===== src/rtl/p_shift_state_iter.sv =====
// Iterative RECTANGLE ShiftRow: rotates rows 1..3 by one bit per cycle in either direction.
// Optional macro RECT_SHIFT_SHORTEST_EN makes each row take the shorter rotation path.
module p_shift_state_iter #(
  parameter int W  = 16,
  parameter int R1 = 1,
  parameter int R2 = 12,
  parameter int R3 = 13
) (
  input  logic         i_clk,
  input  logic         i_rst,
  input  logic         i_start,
  input  logic         i_dec,
  input  logic [W-1:0] iv_state0,
  input  logic [W-1:0] iv_state1,
  input  logic [W-1:0] iv_state2,
  input  logic [W-1:0] iv_state3,
  output logic [W-1:0] ov_state0,
  output logic [W-1:0] ov_state1,
  output logic [W-1:0] ov_state2,
  output logic [W-1:0] ov_state3,
  output logic         o_busy,
  output logic         o_done
);

  localparam int CW = $clog2(W) + 1;

`ifdef RECT_SHIFT_SHORTEST_EN
  localparam int   S1   = ((W - R1) < R1) ? (W - R1) : R1;
  localparam int   S2   = ((W - R2) < R2) ? (W - R2) : R2;
  localparam int   S3   = ((W - R3) < R3) ? (W - R3) : R3;
  localparam logic REV1 = ((W - R1) < R1);
  localparam logic REV2 = ((W - R2) < R2);
  localparam logic REV3 = ((W - R3) < R3);
`else
  localparam int   S1   = R1;
  localparam int   S2   = R2;
  localparam int   S3   = R3;
  localparam logic REV1 = 1'b0;
  localparam logic REV2 = 1'b0;
  localparam logic REV3 = 1'b0;
`endif

  localparam int L12 = (S1 > S2) ? S1 : S2;
  localparam int L3  = (L12 > S3) ? L12 : S3;
  localparam int L   = (L3 > 1) ? L3 : 1;

  localparam logic [CW-1:0] S1_C  = CW'(S1);
  localparam logic [CW-1:0] S2_C  = CW'(S2);
  localparam logic [CW-1:0] S3_C  = CW'(S3);
  localparam logic [CW-1:0] L_C   = CW'(L);
  localparam logic [CW-1:0] ONE_C = CW'(1);

  localparam logic [0:0] ST_IDLE = 1'b0;
  localparam logic [0:0] ST_RUN  = 1'b1;

  // One-bit rotation; left when dir_left=1, otherwise right.
  function automatic logic [W-1:0] rot1(input logic [W-1:0] x, input logic dir_left);
    if (dir_left) begin
      rot1 = {x[W-2:0], x[W-1]};
    end else begin
      rot1 = {x[0], x[W-1:1]};
    end
  endfunction

  logic [0:0]    state_q, state_d;
  logic [CW-1:0] cnt_q, cnt_d, cnt_inc;
  logic          dec_q, dec_d;
  logic          done_q, done_d;
  logic [W-1:0]  row0_q, row0_d, row1_q, row1_d, row2_q, row2_d, row3_q, row3_d;

  always_comb begin
    state_d = state_q;
    cnt_d   = cnt_q;
    dec_d   = dec_q;
    done_d  = 1'b0;
    row0_d  = row0_q;
    row1_d  = row1_q;
    row2_d  = row2_q;
    row3_d  = row3_q;
    cnt_inc = cnt_q + ONE_C;
    case (state_q)
      ST_IDLE: begin
        if (i_start) begin
          row0_d  = iv_state0;
          row1_d  = iv_state1;
          row2_d  = iv_state2;
          row3_d  = iv_state3;
          dec_d   = i_dec;
          cnt_d   = '0;
          state_d = ST_RUN;
        end else begin
          state_d = ST_IDLE;
        end
      end
      ST_RUN: begin
        // Forward rotates left; a reversed (shorter-path) row flips that.
        if (cnt_q < S1_C) row1_d = rot1(row1_q, ~dec_q ^ REV1);
        else              row1_d = row1_q;
        if (cnt_q < S2_C) row2_d = rot1(row2_q, ~dec_q ^ REV2);
        else              row2_d = row2_q;
        if (cnt_q < S3_C) row3_d = rot1(row3_q, ~dec_q ^ REV3);
        else              row3_d = row3_q;
        cnt_d = cnt_inc;
        if (cnt_inc == L_C) begin
          state_d = ST_IDLE;
          done_d  = 1'b1;
        end else begin
          state_d = ST_RUN;
        end
      end
      default: begin
        state_d = ST_IDLE;
      end
    endcase
  end

  always_ff @(posedge i_clk or posedge i_rst) begin
    if (i_rst) begin
      state_q <= ST_IDLE;
      cnt_q   <= '0;
      dec_q   <= 1'b0;
      done_q  <= 1'b0;
      row0_q  <= '0;
      row1_q  <= '0;
      row2_q  <= '0;
      row3_q  <= '0;
    end else begin
      state_q <= state_d;
      cnt_q   <= cnt_d;
      dec_q   <= dec_d;
      done_q  <= done_d;
      row0_q  <= row0_d;
      row1_q  <= row1_d;
      row2_q  <= row2_d;
      row3_q  <= row3_d;
    end
  end

  assign ov_state0 = row0_q;
  assign ov_state1 = row1_q;
  assign ov_state2 = row2_q;
  assign ov_state3 = row3_q;
  assign o_busy    = (state_q == ST_RUN);
  assign o_done    = done_q;

endmodule


===== config.mk =====
export PLATFORM = sky130hd
export DESIGN_NAME = p_shift_state_iter
export DESIGN_NICKNAME = d
export VERILOG_FILES = /design/src/rtl/p_shift_state_iter.sv
export SDC_FILE = /design/constraint.sdc
export NUM_CORES = 1
export LEC_CHECK = 0
export ABC_CLOCK_PERIOD_IN_PS = 3800
export BUFFER_PORTS_ARGS = -buffer_cell sky130_fd_sc_hd__buf_2
export CORE_MARGIN = 5
export CORE_UTILIZATION = 40
export CTS_CLUSTER_DIAMETER = 120
export CTS_CLUSTER_SIZE = 30
export DETAILED_ROUTE_END_ITERATION = 10
export HOLD_SLACK_MARGIN = 0.06
export PLACE_DENSITY_LB_ADDON = 0.15
export SETUP_SLACK_MARGIN = 0.4
export SLEW_MARGIN = 20
export SYNTH_ARGS = -nofsm -noshare
export SYNTH_HDL_FRONTEND = slang
export SYNTH_SLANG_ARGS = --single-unit

===== constraint.sdc =====
create_clock -name i_clk -period 3.8 [get_ports i_clk]
set_input_delay 0.76 -clock i_clk [delete_from_list [all_inputs] [get_ports i_clk]]
set_output_delay 0.76 -clock i_clk [all_outputs]
set_load 0.01 [all_outputs]

[Word-level counts from Yosys, hierarchy flattened]
Index checks and enable logic that the tools add are counted.
Cells by class
  multiply operators: 0
  add/subtract/negate cells: 1
  shift-type cells: 0
  multiplexer cells: 19
  reductions and logical operators: 4
  div/mod/pow operators: 0
  bitwise gates (word level): 1
  magnitude comparators: 3
  equal/unequal tests: 5
Operator list (number)
  two-way mux 16 bit: 9
  one-hot mux 16 bit (2 select lines): 3
  < comparator 5 x 4 -> 1 bit (second input constant): 2
  one-hot mux 5 bit (2 select lines): 1
  AND reduction 2 bit: 4
  != test 2 x 1 -> 1 bit (second input constant): 3
  adder 5 x 1 -> 5 bit (second input constant): 1
  equality test 5 x 4 -> 1 bit (second input constant): 1
  < comparator 5 x 1 -> 1 bit (second input constant): 1
  two-way mux 5 bit: 1
  two-way mux 1 bit: 4
  != test 2 bit (second input constant): 1
  one-hot mux 1 bit (2 select lines): 1
  NOT 1 bit: 1
Word-level totals
  logic and storage cells: 41
  output and inout bits: 66
  bits in registers: 72
  ROM bits: 0
  bits in latches: 0
  RAM bits: 0
  memories: 0

[Logic depth before layout (Yosys ltp)]
Gate-level depths: netlist (run 1).
  depth in word-level cells: 4
  depth in mapped cells: 6

[Worst setup path before layout (run 1)]
OpenSTA, ideal clock, no wires.
  path kind: input to register
  start: input i_start
  end: register row2_q[0], in the netlist ov_state2[0]
  setup slack: 1.914 ns
  required time: 3.675 ns
  arrival: 1.761 ns
  cell stages on the path: 5
  path through: buf_2 > nand2b_1 > o21ai_2 > buf_4 > mux2_2
Between the ends
  longest elaborated chain between the ends: 2
RTL lines
  start, declared: RTL line 11  | input logic i_start,
  != test 2 bit (no source line)
  AND reduction 2 bit (no source line)
  end signal, assigned: RTL line 134  | row2_q <= row2_d;
  end, declared: RTL line 69  | logic [W-1:0] row0_q, row0_d, row1_q, row1_d, row2_q, row2_d, row3_q, row3_d;
Every way passes these cells.
A chain may end at the register's enable or synchronous reset.

[Worst setup path in the final report (run 1)]
  start: register state_q, in the netlist o_busy
  end: register row2_q[15], in the netlist ov_state2[15]
Between the ends
  longest elaborated chain between the ends: 3
  elaborated cells between the ends (all ways): 5
  those cells by class: 2 x eq/ne; 1 x mux; 1 x bitwise; 1 x reduce/logical
RTL lines
  start, declared: RTL line 65  | logic [0:0] state_q, state_d;
  start signal, assigned: RTL line 128  | state_q <= state_d;
  NOT 1 bit (no source line)
  != test 2 bit (no source line)
  AND reduction 2 bit (no source line)
Several ways; a longest one is shown, not always the timed one.

==> impl_results.md, run 1 <==
* Area after DPL at 4740 sq um
* Worst setup slack after layout at 1.22 ns
* Worst setup path start: o_busy
* Synth cell count leaders: nand2_1, dfrtp_1, nor2_1
* WL final at 10.7 mm
* Clock tree from TritonCTS: built
* Yosys top cell by area: dfrtp_1
* Tcrit/Tclk final at 67.8%
* Setup crit start kind: flip-flop
* P_leak at 2.29 nW
* RSZ-0062 raised after global routing: no
* Finish-stage setup viols at 0
* Flop pwr share at 33.5%
* Slew HR at 42.0%
* Synth Area in Compound Gates at 13.2%
* Post-synth ARST share at 100%
* Die W at 110 um
* Yosys warns at 0
* Via density at 5.16
* Nets@finish at 600
* Sw Ratio at 40.5%
* Total number of vias at 3,446
* Chip height at 110 um
* Final instance area at 4990 sq um
* Delay of the slowest critical-path stage at 0.89 ns
* Dpl ws at 1.22 ns
* Largest net degree at the start of global routing at 44
* Synth Instances at 412
* Area grow syn2layout at 24.7%
* DRT Pass-1 Iters at 4
* VDD IR-drop max at 0.428 mV
* Power Total at 4.91 mW
* Crit-path cells: nand2b_2 -> o21ai_2 -> mux2_2
* Crit end category: flip-flop
* Synth Area in XOR/XNOR at 0.657%
* Fillers at 960
* I/O pin cnt at 134
* Gr usage total at 18.5%
* Crit path max-delay cell type: dfrtp_2
* Antenna violations before repair at 0
* DR WL/cell at 16.1 um
* Clock transition at path regs at 0.08 ns
* Clk root buf: clkbuf_8
* Largest family of logic cells by synthesized area: multiplexers
* Post-CTS sizing at 0
* Worst reg2reg startpoint: o_busy
* Number of synthesized flops with an enable pin at 0
* Clock skew at 0.00910 ns
* Utilization after layout at 51.0%
* Setup Fix Bufs, Post-CTS at 0
* Fmax at 0.388 GHz
* Final Hold Fails at 0
* Core area at 9770 sq um
* Most used DFF post-synth: dfrtp_1
* Post-synthesis instance area at 4000 sq um
* Critical path class: flip-flop to flip-flop
* Placed cells at 652
* Tmin final at 2.58 ns
* Setup_tns at 0 ns
* Main area contributors after synthesis: dfrtp_1, mux2_2, nand2_1
* Adder-cell area share of the yosys netlist at 0.626%
* CTS HTree Levels at 3
* Clk buf depth at 2
* Synth cell types at 36
* CP arrival at 2.80 ns
* Placer Congestion at 0.764
* Dominant cell by count in the synthesized netlist: nand2_1
* Net Sw Power at 1.99 mW
* Layout cells sized above 1 at 43.9%
* Die Footprint at 12,100 sq um
* Mux cell area share after synthesis at 18.0%
* Post-Layout Cell Count at 668
* PwrDens at 983 nW/um^2
* Tightest Pin Transition at 0.869 ns
* Final antenna-violating net count at 0
* Syn Area/Cell at 9.71 sq um
* Synth top area share at 45.0%
* Synthesized Nets at 482
* Row count at 36
* Power share of the clock group at 15.3%
* Seq/Total Area, Yosys at 45.0%
* WHS at 0.469 ns
* Worst-skew pair later-pin latency at 0.34 ns
* First-pass GRT wire length at 17.7 mm
* HPWL after DPL at 7.33 mm
* Clk sink count at 72
* Initial Util at 40.9%
* Cell-internal power at 2.92 mW
* Simple-gate share of the synthesized area at 17.9%
* #FFs+latches synth at 72
* Residual DRC count at 0
* Hold WC Path Type: flip-flop to flip-flop
* Final slew viol count at 0
* Total gr overflow at 0
* Total of max-cap violations at 0
* CP required at 4.02 ns
* Cts hold-fix bufs at 0
* ANT cells at 0
* Clock buffer count from CTS at 9
* Port Buf Inserts at 133
* Logic pwr share at 51.1%
* Vias in the first global route at 3,452
* Min-delay src: ov_state0[6]
* 1st-iter DRT viols at 140
* Status: completed
* CP max FO at 43
[worst max-delay path, delay by kind of cell, from the launching register on]
| kind | cells | cell delay [ns] |
|---|---|---|
| AO/OA/AOI/OAI | 1 | 0.77 |
| multiplexers | 1 | 0.41 |
| flip-flops | 1 | 0.89 |
| AND/OR/NAND/NOR | 1 | 0.36 |
[layout make-up]
cell class	instances	area [sq um]	share of cell area, %
Multi-Input combinational cell	302	2020	40.4
Sequential cell	72	1800	36.2
Timing Repair Buffer	142	746	14.9
Tap cell	133	166	3.34
Clock buffer	11	141	2.83
Clock inverter	5	104	2.08
Inverter	3	11.3	0.226
[state kept, by name, indices dropped and copies added (netlist names)]
signal / count
cnt_q: 5
o_busy: 1
ov_state2: 16
o_done: 1
ov_state0: 16
ov_state1: 16
dec_q: 1
ov_state3: 16
[placed cells by master, fill, tap and decap left out, types with 2 or more instances in the layout]
cell       synthesis  layout
a211oi_1           9       9
nor3_1             9       9
nand2b_1          11      11
nand2_1           75      75
nand3_1            4       4
inv_1              3       2
bufinv_16          0       3
a21oi_1           25      25
o21ai_0            2       2
nor4_1            10      10
nor2b_1            2       2
nor2_1            48      48
clkbuf_8           0      10
mux2i_1           19      19
dfrtp_1           72      70
o221a_2           23      23
dfrtp_2            0       2
xor2_1             2       2
buf_4              2       8
ha_1               2       2
buf_2             13     133
mux2_2            47      47
[kinds of logic (layout without fill, tap and decap cells)]
logic type	count (synthesis)	count (layout)
mux	66	66
fa+ha+maj	2	2
simple gates	165	165
buf+inv	38	161
compound gates	66	66
flops	72	72
xor+xnor	3	3
[power by group through the flow]
stage	logic (mW)	clock network (mW)	registers, mW
after global placement	2.47	0	1.65
after floorplan	1.88	0	1.58
after global routing	2.79	0.806	1.72
after detailed placement	2.53	0	1.65
after CTS	2.54	0.770	1.65
final	2.51	0.752	1.65
[metal layers]
| layer | vias up | global-route usage (%) | part of all wire (%) |
|---|---|---|---|
| met4 | 0 | 6.77 | 1.6 |
| met1 | 1639 | 25.5 | 47 |
| met2 | 108 | 28.6 | 45 |
| li1 | 1688 | - | - |
| met3 | 11 | 4.08 | 6.4 |
| met5 | - | 0 | 0 |
[path summary, 6_finish.rpt]
path                            endpoint  slack [ns]  cells after the start
min reg2reg                 ov_state0[6]        0.47                      2
max in group asynchronous          dec_q        2.50                      3
min in group asynchronous         o_done        0.60                      2
min                         ov_state0[6]        0.47                      2
max                        ov_state2[15]        1.22                      3
max reg2reg                ov_state2[15]        1.22                      3
Power figures use the tool's default switching activity.
==> run 2, diff against run 1 <==
ABC_AREA = 1   (was not set)
ABC_CLOCK_PERIOD_IN_PS = 2700   (was 3800)
clock period = 2.7 ns   (was 3.8 ns; I/O delays follow)
==> run 2 against run 1 <==
First-iteration DRC count increased by 45%. Clock power increased by 15%. Setup slack got worse by 0.50 ns. Clock skew increased by 0.0012 ns. Cell area decreased by 2.2%. Via count increased by 15%. Synthesized area increased by 0.16%. Register-to-register slack got worse by 0.10 ns. Hold slack got worse by 0.26 ns. Total power increased by 44%. Utilization decreased by 1.1 points. Sequential cell count unchanged. Largest cell class unchanged.
==> impl_results.md, run 2 <==
* Tmin final at 1.98 ns
* Setup_tns at 0 ns (unchanged)
* Tcrit/Tclk final at 73.2%
* CP required at 2.16 ns (-1.86 ns)
* CP arrival at 1.44 ns (-1.36 ns)
* Vias in the first global route at 3,770 (+9.2%)
* ANT cells at 0 (unchanged)
* Synth top area share at 45.0% (-0.070 points)
* Synthesized Nets at 615 (+28%)
* Clk buf depth at 2 (unchanged)
* Total gr overflow at 0 (unchanged)
* Core area at 9770 sq um (unchanged)
* Layout cells sized above 1 at 28.5% (-15 points)
* Combined area of the multi-input logic cells at 1860 sq um (-7.8%)
* Final instance area at 4880 sq um (-2.2%)
* Reg2reg path depth at 6 (+3)
* Die W at 110 um (about the same)
* Syn Area/Cell at 7.35 sq um (-24%)
* Die Footprint at 12,100 sq um (+0.15%)
* Critical path class: flip-flop to output port
* Register area at 1800 sq um (-0.14%)
* Nets@finish at 731 (+22%)
* Tightest Pin Transition at 0.808 ns (-0.0611 ns)
* Port Buf Inserts at 133 (unchanged)
* Area after DPL at 4690 sq um (-1.2%)
* HPWL after DPL at 7.53 mm (+2.6%)
* Crit end category: output port
* Leading cell type in the layout, fill and taps excluded: nand2_1
* Clock transition at path regs at 0.09 ns (about the same)
* Most frequent cells in the layout: nand2_1, buf_2, dfrtp_1, o21ai_0, nor2_1
* Yosys warns at 0 (unchanged)
* Largest net degree at the start of global routing at 58 (+32%)
* P_leak at 2.58 nW (+13%)
* I/O pin cnt at 134 (unchanged)
* Row count at 36 (unchanged)
* DR WL/cell at 13.9 um (-14%)
* Clock skew at 0.0103 ns (+0.00124 ns)
* Worst-skew pair later-pin latency at 0.35 ns (about the same)
* Yosys top cell by area: dfrtp_1
* Synth cell types at 27 (-25%)
* Chip height at 110 um (about the same)
* Initial Util at 41.0% (+0.064 points)
* 1st-iter DRT viols at 203 (+45%)
* VDD IR-drop max at 0.585 mV (+37%)
* Fillers at 1,027 (+7.0%)
* CTS HTree Levels at 3 (unchanged)
* Most used DFF post-synth: dfrtp_1
* Setup Fix Bufs, Post-CTS at 0 (unchanged)
* Synth Instances at 545 (+32%)
* PwrDens at 1450 nW/um^2 (+47%)
* Dominant cell by count in the synthesized netlist: nand2_1
* Main area contributors after synthesis: dfrtp_1, nand2_1, o21ai_0
* Final Hold Fails at 0 (unchanged)
* Post-CTS sizing at 0 (unchanged)
* Clk sink count at 72 (unchanged)
* Worst reg2reg startpoint: o_busy
* Cts hold-fix bufs at 0 (unchanged)
* Number of synthesized flops with an enable pin at 0 (unchanged)
* Synth cell count leaders: nand2_1, dfrtp_1, o21ai_0
* Final slew viol count at 0 (unchanged)
* Clk root buf: clkbuf_8
* Slew HR at 46.0% (+4.1 points)
* #FFs+latches synth at 72 (unchanged)
* Area grow syn2layout at 21.9%
* RSZ-0062 raised after global routing: no
* WL final at 11.1 mm (+3.4%)
* Placer Congestion at 0.816 (+6.8%)
* Clock tree from TritonCTS: built
* Post-synthesis instance area at 4010 sq um (+0.16%)
* Fmax at 0.506 GHz
* Final antenna-violating net count at 0 (unchanged)
* Post-synth ARST share at 100% (unchanged)
* Setup crit start kind: flip-flop
* Finish-stage setup viols at 0 (unchanged)
* First-pass GRT wire length at 18.1 mm (+2.0%)
* Residual DRC count at 0 (unchanged)
* Clock buffer count from CTS at 9 (unchanged)
* CP max FO at 57 (+33%)
* Hold WC Path Type: input port to async pin
* Antenna violations before repair at 0 (unchanged)
* Total of max-cap violations at 0 (unchanged)
* Gr usage total at 18.8% (+0.28 points)
* Total number of vias at 3,967 (+15%)
* Status: completed
* DRT Pass-1 Iters at 4 (unchanged)
* Reg2reg setup slack at 1.12 ns (-0.10 ns)
* Via density at 4.96 (-3.8%)
* Worst reg2reg endpoint: dec_q
* Seq/Total Area, Yosys at 45.0% (-0.070 points)
-- run 2: cell families after synthesis --
kind of cell	Yosys count	synth area share [%]
AO/OA/AOI/OAI	113	14.7
XOR/XNOR	2	0.437
adder cells (fa/ha/maj)	2	0.625
buffers and inverters	67	8.62
flip-flops	72	45.0
AND/OR/NAND/NOR	289	30.7
-- run 2: worst max-delay path, stage by stage, from the launching register on --
cell     delay (ns)
dfrtp_1        0.37
buf_4          0.49
buf_2          0.23
-- run 2: worst max path at each step --
stage | startpoint | to | slack [ns] | depth (start not counted)
floorplan | i_rst | cnt_q[0] | 1.36 | 1
global placement | i_start | dec_q | 0.92 | 6
detailed placement | i_start | dec_q | 0.91 | 6
CTS | o_busy | o_busy | 0.71 | 2
global route | o_busy | o_busy | 0.63 | 2
finish | o_busy | o_busy | 0.72 | 2
-- run 2: area by class of cell --
cell class                      instances  share of cell area [%]
Tap cell                              133                    3.41
Clock buffer                            9                    2.54
Sequential cell                        72                    36.9
Clock inverter                          7                    1.46
Multi-Input combinational cell        406                    38.1
Timing Repair Buffer                  140                    15.0
Inverter                               32                    2.64
-- run 2: metrics by stage --
| step | util [%] | cells | total power, mW | hold WS [ns] | worst slack (ns) |
|---|---|---|---|---|---|
| 6_report | 49.9 | 799 | 7.06 | 0.207 | 0.724 |
| 5_1_grt | 49.9 | 799 | 7.80 | 0.220 | 0.628 |
| 3_5_place_dp | 48.0 | 783 | 6.25 | 0.465 | 0.911 |
| 3_3_place_gp | 48.0 | 783 | 6.17 | 0.463 | 0.923 |
| 2_1_floorplan | - | 545 | 5.26 | 0.515 | 1.36 |
| 4_1_cts | 49.9 | 799 | 7.14 | 0.213 | 0.706 |
-- run 2: power breakdown --
| group | total [mW] | leakage (nW) | internal (mW) | switching [mW] |
|---|---|---|---|---|
| sequential | 2.11 | 0.888 | 1.64 | 0.463 |
| clock | 0.864 | 0.0916 | 0.426 | 0.438 |
| combinational | 4.09 | 1.60 | 1.48 | 2.61 |
-- run 2: routing by layer --
| layer | GRT usage, % | share of wire [%] | up-vias |
|---|---|---|---|
| li1 | - | - | 1967 |
| met1 | 25.2 | 45 | 1860 |
| met2 | 29.7 | 47 | 125 |
| met3 | 5.47 | 6.9 | 15 |
| met4 | 5.25 | 1.4 | 0 |
| met5 | 0 | 0 | - |
==> run 3, diff against run 2 <==
ABC_AREA = 0   (was 1)
ABC_CLOCK_PERIOD_IN_PS = 1950   (was 2700)
clock period = 1.95 ns   (was 2.7 ns; I/O delays follow)
==> run 3 against run 2 <==
Sequential cell count did not move. Cell area grew 8.4%. Setup slack got worse by 0.36 ns. Sequential share of layout area decreased by 2.7 points. Total power increased by 45%. Clock-buffer cell count increased by 2. Critical path depth increased by 2. Combinational power is 41% higher. Die area is 0.15% lower. Hold slack worse by 0.084 ns. Global-route usage shrank 0.61 points. Critical path type is now flip-flop to flip-flop. Highest routed layer unchanged.
==> impl_results.md, run 3 (synthesis results as in run 1) <==
* Utilization after layout at 54.2% (+4.2 points)
* Clock buffer count from CTS at 9 (unchanged)
* Critical path class: flip-flop to flip-flop
* Largest net degree at the start of global routing at 42 (-28%)
* DRT Pass-1 Iters at 4 (unchanged)
* Tmin final at 1.59 ns
* Tcrit/Tclk final at 81.4%
* Setup_tns at 0 ns (unchanged)
* CP required at 2.23 ns (+0.07 ns)
* Fmax at 0.630 GHz
* Setup crit start kind: flip-flop
* Slew HR at 58.2% (+12 points)
* Final instance area at 5290 sq um (+8.4%)
* WHS at 0.124 ns (-0.0837 ns)
* P_leak at 2.43 nW (-5.9%)
* Total number of vias at 3,600 (-9.3%)
* Clock tree from TritonCTS: built
* Placer Congestion at 0.783 (-4.1%)
* Area after DPL at 4850 sq um (+3.5%)
* Tightest Pin Transition at 0.625 ns (-0.183 ns)
* Port Buf Inserts at 133 (unchanged)
* CP max FO at 12 (-79%)
* Cts hold-fix bufs at 0 (unchanged)
* RSZ-0062 raised after global routing: yes
* Row count at 36 (unchanged)
* First-pass GRT wire length at 17.4 mm (-3.7%)
* Die W at 110 um (about the same)
* Layout cells sized above 1 at 48.5% (+20 points)
* Total of max-cap violations at 0 (unchanged)
* Core area at 9770 sq um (unchanged)
* Finish-stage setup viols at 0 (unchanged)
* Reg2reg path depth at 4 (-2)
* Placed cells at 662 (-15%)
* Delay of the slowest critical-path stage at 0.58 ns (+0.09 ns)
* Area grow syn2layout at 32.3%
* I/O pin cnt at 134 (unchanged)
* WL final at 11.1 mm (+0.27%)
* Vias in the first global route at 3,470 (-8.0%)
* ANT cells at 0 (unchanged)
* Initial Util at 40.9% (-0.064 points)
* Clk sink count at 72 (unchanged)
* Worst-skew pair later-pin latency at 0.35 ns (about the same)
* Worst reg2reg startpoint: cnt_q[1]
* Total gr overflow at 0 (unchanged)
* Worst setup slack after layout at 0.363 ns (-0.361 ns)
* Clock transition at path regs at 0.08 ns (about the same)
* Residual DRC count at 0 (unchanged)
* DR WL/cell at 16.1 um (+16%)
* Final antenna-violating net count at 0 (unchanged)
* HPWL after DPL at 7.43 mm (-1.2%)
* CTS HTree Levels at 3 (unchanged)
* Via density at 5.22 (+5.1%)
* Nets@finish at 622 (-15%)
* Clk buf depth at 2 (unchanged)
* Antenna violations before repair at 0 (unchanged)
* Worst setup path start: cnt_q[1]
* 1st-iter DRT viols at 231 (+14%)
* Crit path max-delay cell type: or4_4
* Dpl ws at 0.232 ns (-0.679 ns)
* Post-Layout Cell Count at 690 (-14%)
* Chip height at 110 um (about the same)
* PwrDens at 1930 nW/um^2 (+34%)
* Die Footprint at 12,100 sq um (-0.15%)
* Clock skew at 0.0131 ns (+0.00280 ns)
* Status: completed
* CP arrival at 1.87 ns (+0.43 ns)
* Final Hold Fails at 0 (unchanged)
* Power Total at 10.2 mW (+45%)
* Leading cell type in the layout, fill and taps excluded: buf_2
* Gr usage total at 18.2% (-0.61 points)
* Crit end category: flip-flop
* Most frequent cells in the layout: buf_2, nand2_1, dfrtp_1, nor2_1, mux2_2
* Reg2reg setup slack at 0.36 ns (-0.76 ns)
* VDD IR-drop max at 0.746 mV (+28%)
* Crit-path cells: or4_4 -> o21ai_4 -> buf_12 -> o221a_2
* Final slew viol count at 0 (unchanged)
* Clk root buf: clkbuf_8
* Hold WC Path Type: input port to async pin
* Worst reg2reg endpoint: ov_state1[4]
==> run 3: cell types whose count changed in the layout (fill, tap and decap cells not counted), moves of 15 or more <==
cell and delta:
a21oi_1 +17, buf_4 +16, inv_1 -23, mux2_2 +47, mux2i_1 +19, nand2_1 -122, nand2_2 -15, nand3_1 -27
o21ai_0 -64, o21ai_1 -33, o221a_2 +23
==> run 3: final cells by class <==
| cell class | instances | area, sq um |
|---|---|---|
| repair buffers | 164 | 975 |
| inverters | 3 | 15.0 |
| clock buffers | 11 | 141 |
| flip-flops and latches | 72 | 1810 |
| fillers | 901 | 4480 |
| well taps | 133 | 166 |
| multi-input cells | 302 | 2080 |
| clock inverters | 5 | 104 |
==> run 3: timing repair <==
action                                  4_1_cts  5_1_grt
endpoints found under the setup margin       29       46
pin swaps                                     2        4
gates resized for setup                       8       17
setup buffers                                 7        2
cloned                                        0        3
==> run 3: per-layer routing <==
metal | wire, um | global-route usage (%)
met5 | 0 | 0
met4 | 142 | 6.95
met3 | 698 | 3.03
met2 | 5370 | 29.0
met1 | 4940 | 24.8
==> run 3: worst max-delay path by stage <==
stage	cells after the start	slack (ns)	to
floorplan	4	0.42	ov_state1[12]
global placement	3	0.27	ov_state1[11]
detailed placement	3	0.23	ov_state1[11]
CTS	4	0.38	ov_state1[4]
global route	6	0.30	o_busy
finish	4	0.36	ov_state1[4]
==> run 3: worst max-delay path: cells and delay by family, from the launching register on <==
kind / cells / cell delay [ns]
simple gates: 1 / 0.58
flops: 1 / 0.45
compound gates: 2 / 0.35
buf+inv: 1 / 0.15
==> run 3: report_power, final <==
group          internal (mW)  total, mW  switching, mW
logic                   3.02       5.76           2.74
clock network          0.886       1.47          0.583
registers               2.27       3.02          0.750
total                   6.17       10.2           4.08
